$ cat config.mk
export PLATFORM = sky130hd
export DESIGN_NAME = i2c_target
export DESIGN_NICKNAME = d
export VERILOG_FILES = /design/src/rtl/i2c_target.sv
export SDC_FILE = /design/constraint.sdc
export NUM_CORES = 1
export LEC_CHECK = 0
export BUFFER_PORTS_ARGS = -buffer_cell sky130_fd_sc_hd__buf_2
export CAP_MARGIN = 20
export CORE_MARGIN = 2
export CORE_UTILIZATION = 60
export CTS_CLUSTER_DIAMETER = 60
export CTS_CLUSTER_SIZE = 28
export DETAILED_ROUTE_END_ITERATION = 10
export GPL_TIMING_DRIVEN = 0
export PLACE_DENSITY = 0.83
export SYNTH_ARGS = -nofsm -noshare
export SYNTH_HDL_FRONTEND = slang
export SYNTH_SLANG_ARGS = --single-unit
$ cat constraint.sdc
create_clock -name clk -period 4.1 [get_ports clk]
set_input_delay 1.025 -clock clk [delete_from_list [all_inputs] [get_ports clk]]
set_output_delay 1.025 -clock clk [all_outputs]
set_load 0.01 [all_outputs]
$ cat src/rtl/i2c_target.sv
// I2C target: oversampled SCL/SDA, START/STOP detection, 7-bit address match,
// byte receive to local logic and byte transmit from local logic, open-drain SDA.
module i2c_target #(
  parameter logic [6:0] DEV_ADDR    = 7'h2A,
  parameter int         SYNC_STAGES = 2
) (
  input  logic       clk,
  input  logic       reset,
  input  logic       scl_in,
  input  logic       sda_in,
  output logic       sda_oe,
  output logic [7:0] rx_data,
  output logic       rx_valid,
  input  logic [7:0] tx_data,
  output logic       tx_load,
  output logic       rw_flag,
  output logic       busy,
  output logic       addr_hit
);

  typedef enum logic [2:0] {
    IDLE, ADDR, ADDR_ACK, WR_DATA, WR_ACK, RD_DATA, RD_ACK, WAIT_STOP
  } state_t;

  state_t state, state_nxt;

  logic [SYNC_STAGES-1:0] scl_sync, sda_sync;
  logic scl_s, sda_s, scl_d, sda_d;
  logic scl_rise, scl_fall, start, stop;

  logic [7:0] sh_reg, sh_nxt, byte_in, rx_data_nxt;
  logic [2:0] bit_cnt, cnt_nxt;
  logic       phase, phase_nxt;
  logic       oe_nxt, rx_valid_nxt, tx_load_nxt, rw_nxt, busy_nxt, hit_nxt;
  logic       last_bit, match;

  // Input synchronisers idle high like the bus itself
  always_ff @(posedge clk) begin
    if (reset) begin
      scl_sync <= '1;
      sda_sync <= '1;
      scl_d    <= 1'b1;
      sda_d    <= 1'b1;
    end else begin
      scl_sync <= {scl_sync[SYNC_STAGES-2:0], scl_in};
      sda_sync <= {sda_sync[SYNC_STAGES-2:0], sda_in};
      scl_d    <= scl_s;
      sda_d    <= sda_s;
    end
  end

  assign scl_s    = scl_sync[SYNC_STAGES-1];
  assign sda_s    = sda_sync[SYNC_STAGES-1];
  assign scl_rise = scl_s & ~scl_d;
  assign scl_fall = ~scl_s & scl_d;
  assign start    = sda_d & ~sda_s & scl_s;
  assign stop     = ~sda_d & sda_s & scl_s;
  assign byte_in  = {sh_reg[6:0], sda_s};
  assign last_bit = scl_rise && (bit_cnt == 3'd7);
  assign match    = (byte_in[7:1] == DEV_ADDR);

  always_ff @(posedge clk) begin
    if (reset) state <= IDLE;
    else       state <= state_nxt;
  end

  always_comb begin
    state_nxt = state;
    if (stop)       state_nxt = IDLE;
    else if (start) state_nxt = ADDR;
    else begin
      case (state)
        ADDR:     if (last_bit) state_nxt = match ? ADDR_ACK : WAIT_STOP;
        ADDR_ACK: if (scl_fall && phase) state_nxt = rw_flag ? RD_DATA : WR_DATA;
        WR_DATA:  if (last_bit) state_nxt = WR_ACK;
        WR_ACK:   if (scl_fall && phase) state_nxt = WR_DATA;
        RD_DATA:  if (scl_fall && phase) state_nxt = RD_ACK;
        RD_ACK: begin
          if (scl_rise && sda_s)       state_nxt = WAIT_STOP;
          else if (scl_fall && phase)  state_nxt = RD_DATA;
        end
        default: state_nxt = state;
      endcase
    end
  end

  // phase marks the second half of a two-fall sequence (ACK slot, or byte end on reads)
  always_comb begin
    oe_nxt       = sda_oe;
    sh_nxt       = sh_reg;
    cnt_nxt      = bit_cnt;
    phase_nxt    = phase;
    rx_data_nxt  = rx_data;
    rx_valid_nxt = 1'b0;
    tx_load_nxt  = 1'b0;
    rw_nxt       = rw_flag;
    busy_nxt     = busy;
    hit_nxt      = 1'b0;
    if (stop) begin
      oe_nxt    = 1'b0;
      busy_nxt  = 1'b0;
      phase_nxt = 1'b0;
      cnt_nxt   = 3'd0;
    end else if (start) begin
      oe_nxt    = 1'b0;
      busy_nxt  = 1'b1;
      phase_nxt = 1'b0;
      cnt_nxt   = 3'd0;
    end else begin
      case (state)
        ADDR: if (scl_rise) begin
          sh_nxt  = byte_in;
          cnt_nxt = bit_cnt + 3'd1;
          if (bit_cnt == 3'd7 && match) begin
            rw_nxt  = byte_in[0];
            hit_nxt = 1'b1;
          end
        end
        ADDR_ACK: if (scl_fall) begin
          if (!phase) begin
            oe_nxt    = 1'b1;
            phase_nxt = 1'b1;
            if (rw_flag) begin
              tx_load_nxt = 1'b1;
              sh_nxt      = tx_data;
            end
          end else begin
            phase_nxt = 1'b0;
            cnt_nxt   = 3'd0;
            oe_nxt    = rw_flag & ~sh_reg[7];
            if (rw_flag) sh_nxt = {sh_reg[6:0], 1'b0};
          end
        end
        WR_DATA: if (scl_rise) begin
          sh_nxt  = byte_in;
          cnt_nxt = bit_cnt + 3'd1;
          if (bit_cnt == 3'd7) begin
            rx_data_nxt  = byte_in;
            rx_valid_nxt = 1'b1;
          end
        end
        WR_ACK: if (scl_fall) begin
          oe_nxt    = ~phase;
          phase_nxt = ~phase;
        end
        RD_DATA: begin
          if (scl_rise) begin
            cnt_nxt = bit_cnt + 3'd1;
            if (bit_cnt == 3'd7) phase_nxt = 1'b1;
          end else if (scl_fall) begin
            if (phase) begin
              oe_nxt    = 1'b0;
              phase_nxt = 1'b0;
            end else begin
              oe_nxt = ~sh_reg[7];
              sh_nxt = {sh_reg[6:0], 1'b0};
            end
          end
        end
        RD_ACK: begin
          if (scl_rise && !sda_s) begin
            tx_load_nxt = 1'b1;
            sh_nxt      = tx_data;
            phase_nxt   = 1'b1;
          end else if (scl_fall && phase) begin
            oe_nxt    = ~sh_reg[7];
            sh_nxt    = {sh_reg[6:0], 1'b0};
            phase_nxt = 1'b0;
            cnt_nxt   = 3'd0;
          end
        end
        default: oe_nxt = 1'b0;
      endcase
    end
  end

  always_ff @(posedge clk) begin
    sh_reg <= sh_nxt;
    if (reset) begin
      sda_oe   <= 1'b0;
      bit_cnt  <= 3'd0;
      phase    <= 1'b0;
      rx_data  <= 8'h00;
      rx_valid <= 1'b0;
      tx_load  <= 1'b0;
      rw_flag  <= 1'b0;
      busy     <= 1'b0;
      addr_hit <= 1'b0;
    end else begin
      sda_oe   <= oe_nxt;
      bit_cnt  <= cnt_nxt;
      phase    <= phase_nxt;
      rx_data  <= rx_data_nxt;
      rx_valid <= rx_valid_nxt;
      tx_load  <= tx_load_nxt;
      rw_flag  <= rw_nxt;
      busy     <= busy_nxt;
      addr_hit <= hit_nxt;
    end
  end

endmodule

==> reports/metrics.csv <==
metric;value;unit
status;finished clean;
cp-end-kind;flip-flop;
tightest_slew;0.394;ns
core_area;2980;um^2
skew;0.00373;ns
synth_edf_count;8;
cts_tree;built;
dieArea;3510;um^2
grt.busiest_layer;met2;
fin_crit;2.16;ns
criticalPathCategory;reg2reg;
grt_pass1_wl;6.56;mm
diodes;0;
p_leak;0.845;nW
met2_usage;39.7;%
clk_pin_slew_worst_paths;0.11;ns
combinationalPowerShare;8.0;%
die_y;59.2;um
p_sw;0.149;mW
clock.fmax;462;MHz
setup_violations;0;
hold_violations;0;
ys_seq_elements;35;
antenna_found_initial;0;
clock_latency;0.35;ns
final_cell_area;2050;um^2
drc;0;
p_clk_share;30.9;%
io_pins;26;
num_rows;20;
portBuffers;24;
netlist_area;1830;um^2
yosys_warnings;0;
ys.flop_type;dfxtp_1;
synth_nets;208;
drtAntennaViolNets;0;
tns;0;ns
p_int;0.449;mW
cts_buffers;5;
first_pass_iters;4;
num-fill-cells;230;
finalMaxSlewViolations;0;
grt_max_degree;12;
grt_pass1_vias;1463;
p_seq_share;61.0;%
setup_slack;1.94;ns
dp.cells;249;
peakVddDrop;265;uV
rsz0062_at_grt;no;
hold_class;reg2reg;
power;0.598;mW
wl_per_cell;15.2;um
vias;1566;
fin_crit_sh;52.8;%
place_area;1990;um^2
cts.repair.resized;0;
synthCells;192;
postCtsSetupRepairBufs;0;
global_route.usage.met1;31.4;%
drv_cap;0;
htreeDepth;2;
dieWidth;59.2;um
p_sw_share;24.9;%
crit_path_start_kind;flip-flop;
synth.avg_cell_area;9.53;um^2
routed_wl;3.91;mm
yosysSeqAreaShare;42.7;%
hold_buffers;0;
slew-limit-headroom;73.7;%
path_max_fanout;9;
cts_sinks;35;
dp.final_hpwl;2.83;mm
hold_ws;0.418;ns
final_layout_size_suffix_gt1_share;29.8;%
cts_root_buffer;clkbuf_4;
drt_iter0_markers;123;
start_util;61.5;%
register_area;781;um^2
cts_buffer_depth;2;
p_per_area;291;nW/um^2
pre_cts_ws;1.43;ns
multiInputGateArea;938;um^2
fin_cells;258;
viasPerCell;6.07;
area_growth;12.2;%
cp_data_arrival_time;2.23;ns
synthDistinctLibCells;52;
finalNetCount;240;
final_core_util;68.9;%
cp.required;4.17;ns
grtUsageMet3;7.21;%
grt_overflow;0;
async_reset_ff_share;0;%
track_usage;24.9;%
routabilityCongestion;0.905;
==> worst max-delay path: stages, from the launching register on <==
cell and delay (ns):
dfxtp_1 0.43, ha_1 0.17, buf_2 0.18, nor2b_1 0.28
nand3_1 0.19, o221a_2 0.18, nor3_1 0.22, clkbuf_4 0.24
==> final cells by class <==
type | instances | share of cell area (%)
Clock inverter | 2 | 0.609
Multi-Input combinational cell | 134 | 45.7
Inverter | 9 | 1.65
Clock buffer | 6 | 2.01
Buffer | 14 | 3.78
Timing Repair Buffer | 25 | 6.22
Tap cell | 33 | 2.01
Sequential cell | 35 | 38.0
==> cell usage after synthesis, drive strengths merged (2+ instances only) <==
library cell  count  share of area, %
inv               9               1.8
mux2i            13               7.1
nor2             20               5.0
clkbuf            4              0.96
a31oi             4               1.4
dfxtp            27                30
nor2b             3               1.0
nand3             3              0.82
nor3              8               2.5
a211oi            2              0.82
o211ai            2               1.1
buf              10               3.3
and3              2              0.68
edfxtp            8                13
ha                4               2.7
nand2            11               2.3
mux2              7               4.3
or2               7               2.4
nand2b            4               1.4
a32oi             2              0.96
a21oi             8               2.4
o22ai             2               1.0
o21ai            10               3.3
or3               2              0.68
a311oi            3               1.4
==> cells by family (layout without fill, tap and decap cells) <==
kind of cell	count (synthesis)	count (layout)	synth area share, %
compound gates	42	42	17.1
flops	35	35	42.7
simple gates	67	67	19.5
fa+ha+maj	4	4	2.73
xor+xnor	1	1	0.479
mux	20	20	11.4
buf+inv	23	56	6.08
==> cell usage in the layout (no fill, tap or decap), types with 3 or more instances in the layout <==
master    instances
a21oi_1           7
a311oi_1          3
a31oi_1           4
buf_2            30
buf_4             4
clkbuf_1          3
clkbuf_4          6
dfxtp_1          27
edfxtp_1          8
ha_1              4
inv_1             8
mux2_2            7
mux2i_1          13
nand2_1          11
nand2b_1          4
nand3_1           3
nor2_1           19
nor2b_1           3
nor3_1            7
o21ai_0           7
or2_2             7
==> power groups by stage <==
| stage | clock network, mW | registers, mW | logic [mW] |
|---|---|---|---|
| global placement | 0 | 0.372 | 0.0454 |
| CTS | 0.186 | 0.365 | 0.0472 |
| finish | 0.185 | 0.365 | 0.0479 |
| detailed placement | 0 | 0.373 | 0.0469 |
| floorplan | 0 | 0.372 | 0.0335 |
| global route | 0.197 | 0.366 | 0.0533 |
==> path summary, 6_finish.rpt <==
kind               startpoint           to  slack, ns  cells past startpoint
hold / removal    sda_sync[0]  sda_sync[1]       0.42                      1
hold reg to reg   sda_sync[0]  sda_sync[1]       0.42                      1
setup reg to reg  scl_sync[1]    sh_reg[0]       1.94                      7
setup / recovery  scl_sync[1]    sh_reg[0]       1.94                      7
==> per-layer routing <==
| metal | vias up | share of wire [%] |
|---|---|---|
| li1 | 751 | - |
| met1 | 746 | 42 |
| met2 | 62 | 50 |
| met3 | 7 | 6.0 |
| met4 | 0 | 1.8 |
| met5 | - | 0 |
Note: power is estimated with default switching activity, not from simulation.
